File: src/rtl/serial_chunk_adder.sv
// rtl/serial_chunk_adder.sv - multi-cycle add/subtract, CHUNK bits per clock with registered carry
module serial_chunk_adder #(
    parameter int WIDTH = 16,
    parameter int CHUNK = 4
) (
    input  logic             clk,
    input  logic             rst,
    input  logic             start,
    input  logic             sub,
    input  logic [WIDTH-1:0] a,
    input  logic [WIDTH-1:0] b,
    input  logic             cin,
    output logic             busy,
    output logic             done,
    output logic [WIDTH-1:0] sum,
    output logic             cout,
    output logic             overflow
);

    localparam int NCH = WIDTH / CHUNK;
    localparam int CW  = (NCH > 1) ? $clog2(NCH) : 1;
    localparam logic [CW-1:0] LAST = CW'(NCH - 1);

    generate
        if (WIDTH < 1 || CHUNK < 1 || (WIDTH % CHUNK) != 0) begin : g_bad_params
            $error("serial_chunk_adder: WIDTH must be a non-zero multiple of CHUNK");
        end
    endgenerate

    typedef enum logic [1:0] {
        S_IDLE,
        S_RUN,
        S_DONE
    } state_t;

    state_t                      state;
    logic [CW-1:0]               cnt;
    logic [NCH-1:0][CHUNK-1:0]   a_q;
    logic [NCH-1:0][CHUNK-1:0]   b_q;
    logic [NCH-1:0][CHUNK-1:0]   part;
    logic [NCH-1:0][CHUNK-1:0]   part_nxt;
    logic                        carry;

    logic [CHUNK-1:0]            ca;
    logic [CHUNK-1:0]            cb;
    logic [CHUNK-1:0]            cs;
    logic                        cco;
    logic                        cmsb;

    // The carry into a bit is recoverable as sum ^ a ^ b, which also covers CHUNK == 1.
    always_comb begin
        ca                = a_q[cnt];
        cb                = b_q[cnt];
        {cco, cs}         = {1'b0, ca} + {1'b0, cb} + {{CHUNK{1'b0}}, carry};
        cmsb              = cs[CHUNK-1] ^ ca[CHUNK-1] ^ cb[CHUNK-1];
        part_nxt          = part;
        part_nxt[cnt]     = cs;
    end

    always_ff @(posedge clk or posedge rst) begin
        if (rst) begin
            state    <= S_IDLE;
            cnt      <= '0;
            a_q      <= '0;
            b_q      <= '0;
            part     <= '0;
            carry    <= 1'b0;
            sum      <= '0;
            cout     <= 1'b0;
            overflow <= 1'b0;
        end else begin
            case (state)
                S_IDLE, S_DONE: begin
                    if (start) begin
                        a_q   <= a;
                        b_q   <= sub ? ~b : b;
                        carry <= sub ? ~cin : cin;
                        cnt   <= '0;
                        state <= S_RUN;
                    end else begin
                        state <= S_IDLE;
                    end
                end
                S_RUN: begin
                    part  <= part_nxt;
                    carry <= cco;
                    if (cnt == LAST) begin
                        sum      <= part_nxt;
                        cout     <= cco;
                        overflow <= cmsb ^ cco;
                        state    <= S_DONE;
                    end else begin
                        cnt <= cnt + CW'(1);
                    end
                end
                default: state <= S_IDLE;
            endcase
        end
    end

    assign busy = (state == S_RUN);
    assign done = (state == S_DONE);

endmodule

File: config.mk
export PLATFORM = sky130hd
export DESIGN_NAME = serial_chunk_adder
export DESIGN_NICKNAME = d
export VERILOG_FILES = /design/src/rtl/serial_chunk_adder.sv
export SDC_FILE = /design/constraint.sdc
export NUM_CORES = 1
export LEC_CHECK = 0
export ABC_AREA = 1
export CAP_MARGIN = 30
export CORE_AREA = 10 10 95 89
export DETAILED_ROUTE_END_ITERATION = 10
export DIE_AREA = 0 0 105 99
export HOLD_SLACK_MARGIN = 0.06
export MAX_ROUTING_LAYER = met4
export PLACE_DENSITY = 0.83
export SLEW_MARGIN = 20
export SYNTH_ARGS = -nofsm -noshare
export SYNTH_HDL_FRONTEND = slang
export SYNTH_SLANG_ARGS = --single-unit
File: constraint.sdc
create_clock -name clk -period 3.1 [get_ports clk]
set_input_delay 0.775 -clock clk [delete_from_list [all_inputs] [get_ports clk]]
set_output_delay 0.775 -clock clk [all_outputs]
set_load 0.02 [all_outputs]
==> results of run 1 <==
[cells by family (layout without fill, tap and decap cells)]
logic type | after synthesis | after routing
AND/OR/NAND/NOR | 196 | 196
AO/OA/AOI/OAI | 73 | 73
flip-flops | 67 | 67
buffers and inverters | 44 | 101
XOR/XNOR | 17 | 17
adder cells (fa/ha/maj) | 9 | 9
[placed cells by master, fill, tap and decap left out, drive strengths merged, types with 3 or more instances in the layout]
cell type	instances
o22ai	6
a21oi	3
buf	6
dfrtp	67
clkbuf	11
clkinv	3
xnor2	16
clkdlybuf4s50	56
inv	24
o21ai	63
nand3	22
nor2	18
ha	7
nand2	155
[where the power goes]
group	switching, mW	internal [mW]	leakage (nW)	total (mW)
Clock	0.311	0.382	0.0950	0.693
Sequential	0.257	1.29	0.838	1.54
Combinational	1.60	0.989	1.04	2.59
[cells in the mapped netlist]
cell	instances	area, um^2
fa_1	2	40.04
inv_4	1	6.260
nor2_1	16	60.06
ha_1	7	87.58
clkbuf_1	7	26.28
a22oi_1	1	7.510
buf_4	2	15.01
a21oi_1	3	15.01
o21ai_2	1	8.760
o21ai_1	2	10.01
dfrtp_1	67	1677
xnor2_1	16	140.1
nand2_2	1	6.260
buf_6	3	33.78
or2_1	1	6.260
nand2_1	154	578.1
o22ai_1	6	37.54
inv_1	20	75.07
inv_2	3	11.26
o21ai_0	60	300.3
buf_2	7	35.03
nor2_4	1	11.26
clkinv_1	1	3.750
nor2_8	1	20.02
nand3_1	22	110.1
xor2_1	1	8.760
[flip-flops by register name, indices dropped and copies added, names as in the netlist]
| signal | count |
|---|---|
| b_q | 16 |
| carry | 1 |
| state | 2 |
| part | 12 |
| cnt | 2 |
| overflow | 1 |
| a_q | 16 |
| cout | 1 |
| sum | 16 |
[path summary, 6_finish.rpt]
check	to	slack [ns]	cells after the start
max	overflow$_DFFE_PP0P_	0.37	13
min	sum[8]$_DFFE_PP0P_	0.47	2
max reg2reg	overflow$_DFFE_PP0P_	0.37	13
min reg2reg	sum[8]$_DFFE_PP0P_	0.47	2
max in group asynchronous	sum[3]$_DFFE_PP0P_	1.58	3
min in group asynchronous	part[4]$_DFFE_PP0P_	0.99	3
[critical path: stages (launching register included)]
cell and delay (ns):
dfrtp_1 0.56, inv_1 0.21, o21ai_0 0.12, o22ai_1 0.11, fa_1 0.47, fa_1 0.43
nand3_1 0.12, inv_1 0.05, nor2_1 0.15, nand3_1 0.14, nand2_1 0.09, nand2_1 0.05
nand3_1 0.07, nand2_1 0.05
[final cells by class]
class                      instances  area (um^2)
sequential                        67         1677
fill                             564         2326
inverter                          25        96.34
clock buffer                      11        141.4
timing repair buffer              62        605.6
clock inverter                     3        40.04
multi-input combinational        295         1448
tap                               90        112.6
[per-layer routing]
layer	GRT usage [%]	routed length, um	part of all wire, %	vias up
met3	4.492	441	6.0	15
met4	7.911	166	2.3	0
li1	-	-	-	1408
met1	17.22	3212	44	1269
met2	23.63	3481	48	81
met5	-	0	0	-
==> metrics.txt, run 1 <==
Port Buffers=56; TritonCTS clock tree=built; max-cap viol count=0; Max-slew headroom=45.76%; Critical Path Fanout Max=13; wire per inst=13.20 um; Detail Route Antenna Nets=0; clk slew on worst S/H paths=0.07 ns; setup slack after layout=roughly 0.37 ns; largest net degree at the start of global routing=68; non-filler cells, final=around 550; origin of the worst min-delay path=sum[8]$_DFFE_PP0P_; Critical Path Source Type=flop; pwr dens=1172 nW/um^2; overall power=4.830 mW; Root Driver=clkbuf_8; detailed placement HPWL=5424 um; initial antenna violation count=0; Synth Area per Inst=just over 8 um^2; placed cells=between 500 and 600; number of diodes=0; Final Net Count=approximately 510; multiplexer share of the synthesized area=0%; std cell rows=28; CTS resizes=0; Congestion Overflow GR=0; Final Hold Vio Count=0; Adder-Cell Fraction of Synth Area=about 3.8%; Post-CTS Setup Bufs=0; Synth Area in Simple Gates=between 20% and 30%; area grow syn2layout=23.70%; routed wire length=roughly 7300 um; post-synthesis compound-gate area fraction=approximately 11%; Syn Nets=452; Clock Tree Buf Depth=2; DRC viols=0; share of cells above drive strength 1=6.048%; first-pass GRT wire length=between 10000 and 15000 um; # setup viols final=0; sequential element share of the synthesized area=50.34%; count of different cell masters after synthesis=26; CTS Hold Bufs=0; data required time of the worst path=about 3.3 ns; Worst Path Arrival=2.96 ns; Worst-Skew Late Latency=0.34 ns; die footprint=10400 um^2; post-synthesis xor/xnor area fraction=under 10%; fin crit share=87.94%; fmax=about 370 MHz; die width=approximately 110 um; setup TNS=0 ns; vias in the first global route=between 2000 and 3000; H-tree depth=3; CTS buffer count=9; RSZ-0062 raised after global routing=no; Synth Register Bits=67; Core Area=6446 um^2; first drt pass iteration count=4; P_leak=just under 2 nW; synthesized netlist cell count=slightly above 400; final slew viol count=0; GP Congestion=around 0.85; Worst Setup SP=cnt[1]$_DFFE_PP0P_; Finished Cell Area=4120 um^2; Fin Hold WS=about 0.47 ns; DR vias/cell=~5.0; Tot GR Track Use=~15%; Post-DP Area=about 3900 um^2; Setup WS pre-CTS=around 0.4 ns; Hold WC Path Type=reg2reg; status=complete, no violations; I/O pins=between 50 and 60; Least-Margin Pin Slew=0.8136 ns; Crit Path Class=reg2reg; YS warnings=0; worst vdd ir=0.4985 mV; Period minus WS final=approximately 2.7 ns; post-synthesis cell area=roughly 3300 um^2; die height=99 um; largest family of logic cells by synthesized area=simple AND/OR/NAND/NOR gates; Iter 0 DRT Violations=between 100 and 150; CP endpoint kind=flop; vias=roughly 2800; Core Util, Final=a little under two thirds; r2r startpoint=cnt[1]$_DFFE_PP0P_; clk sinks=67; clock skew=0.008352 ns; Starting Density=51.67%
No activity file was read; power rests on OpenSTA's default activity.
==> inputs of run 2 (changes only) <==
Settings changed: RECOVER_POWER set to 100.
==> metrics.txt, run 2 (same netlist as run 1, synthesis figures left out) <==
Final Hold Vio Count=0 (unchanged); H-tree depth=3 (unchanged); area taken by flip-flops and latches=1677 um^2 (unchanged); fill cell count=568 (+0.71%); GP Congestion=0.8540 (unchanged); share of cells above drive strength 1=5.400% (-0.65 points); fin crit share=88.55% (+0.61 points); initial antenna violation count=0 (unchanged); Worst Path Arrival=2.98 ns (+0.02 ns); TritonCTS clock tree=built; Critical Path Fanout Max=13 (unchanged); number of diodes=0 (unchanged); Tot GR Track Use=15.10% (unchanged); I/O pins=57 (unchanged); Post-DP Area=3939 um^2 (unchanged); # setup viols final=0 (unchanged); clk sinks=67 (unchanged); worst vdd ir=0.4969 mV (-0.32%); largest net degree at the start of global routing=68 (unchanged); Port Buffers=56 (unchanged); die width=105 um (unchanged); die footprint=10400 um^2 (unchanged); Crit Path Class=reg2reg; RSZ-0062 raised after global routing=no; DR vias/cell=5.007 (-0.14%); Starting Density=51.67% (unchanged); max-cap viol count=1 (+1); CP endpoint kind=flop; clock skew=0.009855 ns (+0.001503 ns); Period minus WS final=2.745 ns (+0.01890 ns); CTS resizes=0 (unchanged); Least-Margin Pin Slew=1.581 ns (+0.7673 ns); Congestion Overflow GR=0 (unchanged); detailed placement HPWL=5424 um (unchanged); Detail Route Antenna Nets=0 (unchanged); pwr dens=1164 nW/um^2 (-0.72%); data required time of the worst path=3.34 ns (about the same); die height=99 um (unchanged); Critical Path Source Type=flop; CTS buffer count=9 (unchanged); Max-slew headroom=-5.390% (-51 points); P_leak=1.999 nW (+1.3%); Iter 0 DRT Violations=140 (+3.7%); Multi-input gate area=1444 um^2 (-0.26%); first-pass GRT wire length=12700 um (unchanged); Root Driver=clkbuf_8; status=finished with violations; routed wire length=7324 um (+0.30%); Final Net Count=506 (unchanged); vias in the first global route=2780 (unchanged); vias=2769 (-0.14%); first drt pass iteration count=6 (+2); failing checks=max-capacitance violations, max-slew violations; DRC viols=0 (unchanged); biggest regs=a_q x16, b_q x16, sum x16; final slew viol count=68 (+68); CTS Hold Bufs=0 (unchanged); std cell rows=28 (unchanged); Core Area=6446 um^2 (unchanged); fmax=364.3 MHz (-0.69%); Clock Tree Buf Depth=2 (unchanged); commonest non-fill, non-tap cells in the layout=154 x nand2_1, 67 x dfrtp_1, 63 x o21ai_0; wire per inst=13.24 um (+0.30%); Worst-Skew Late Latency=0.34 ns (about the same); setup TNS=0 ns (unchanged); Hold WC Path Type=reg2reg; area grow syn2layout=23.33%; Post-CTS Setup Bufs=0 (unchanged); Finished Cell Area=4108 um^2 (-0.30%); clk slew on worst S/H paths=0.07 ns (about the same); commonest non-fill, non-tap cell in the layout=nand2_1
## run 2: where the power goes
part           switching (mW)  leakage [nW]  internal [mW]  total [mW]
clock network           0.312        0.0950          0.382       0.694
registers               0.252         0.838           1.29        1.54
logic                    1.61          1.07          0.936        2.55
total                    2.18          2.00           2.61        4.78
## run 2: per-layer routing
layer  up-vias  track usage (%)  part of all wire [%]
met2        73            23.63                    47
met3        16            4.492                   5.4
met4         0            7.911                   2.3
met1      1272            17.22                    45
met5         -                -                     0
li1       1408                -                     -
## run 2: worst max-delay path, cell delays in order, from the launching register on
cell     delay [ns]
dfrtp_1        0.56
inv_1          0.21
o21ai_0        0.12
o22ai_1        0.11
fa_1           0.47
fa_1           0.43
nand3_1        0.12
inv_1          0.05
nor2_1         0.15
nand3_1        0.15
nand2_1        0.10
nand2_1        0.05
nand3_1        0.08
nand2_1        0.05
## run 2: final cells by class
| cell class | count | share of cell area (%) |
|---|---|---|
| timing repair buffer | 62 | 14.53 |
| clock buffer | 11 | 3.442 |
| multi-input combinational | 295 | 35.15 |
| clock inverter | 3 | 0.9747 |
| inverter | 25 | 2.345 |
| sequential | 67 | 40.82 |
| tap | 90 | 2.741 |
## run 2: path summary, 6_finish.rpt
| check | from | to | slack, ns | cells past startpoint |
|---|---|---|---|---|
| max | cnt[1]$_DFFE_PP0P_ | overflow$_DFFE_PP0P_ | 0.35 | 13 |
| min | sum[8]$_DFFE_PP0P_ | sum[8]$_DFFE_PP0P_ | 0.47 | 2 |
| max reg2reg | cnt[1]$_DFFE_PP0P_ | overflow$_DFFE_PP0P_ | 0.35 | 13 |
| min reg2reg | sum[8]$_DFFE_PP0P_ | sum[8]$_DFFE_PP0P_ | 0.47 | 2 |
| max in group asynchronous | rst | b_q[5]$_DFFE_PP0P_ | 0.73 | 3 |
| min in group asynchronous | rst | part[4]$_DFFE_PP0P_ | 1.41 | 3 |
## run 2: per-stage QoR
| stage | setup WS [ns] | power [mW] | util, % | hold WS [ns] | cells |
|---|---|---|---|---|---|
| after global routing | 0.05013 | 5.252 | 63.72 | 0.5004 | 553 |
| after floorplan | 0.5457 | 3.388 | - | 0.4436 | 406 |
| after global placement | 0.5552 | 4.001 | 61.10 | 0.4531 | 539 |
| after CTS | 0.3925 | 4.854 | 63.92 | 0.4751 | 553 |
| after detailed placement | 0.3983 | 4.135 | 61.10 | 0.4590 | 539 |
| final | 0.3549 | 4.781 | 63.72 | 0.4697 | 553 |
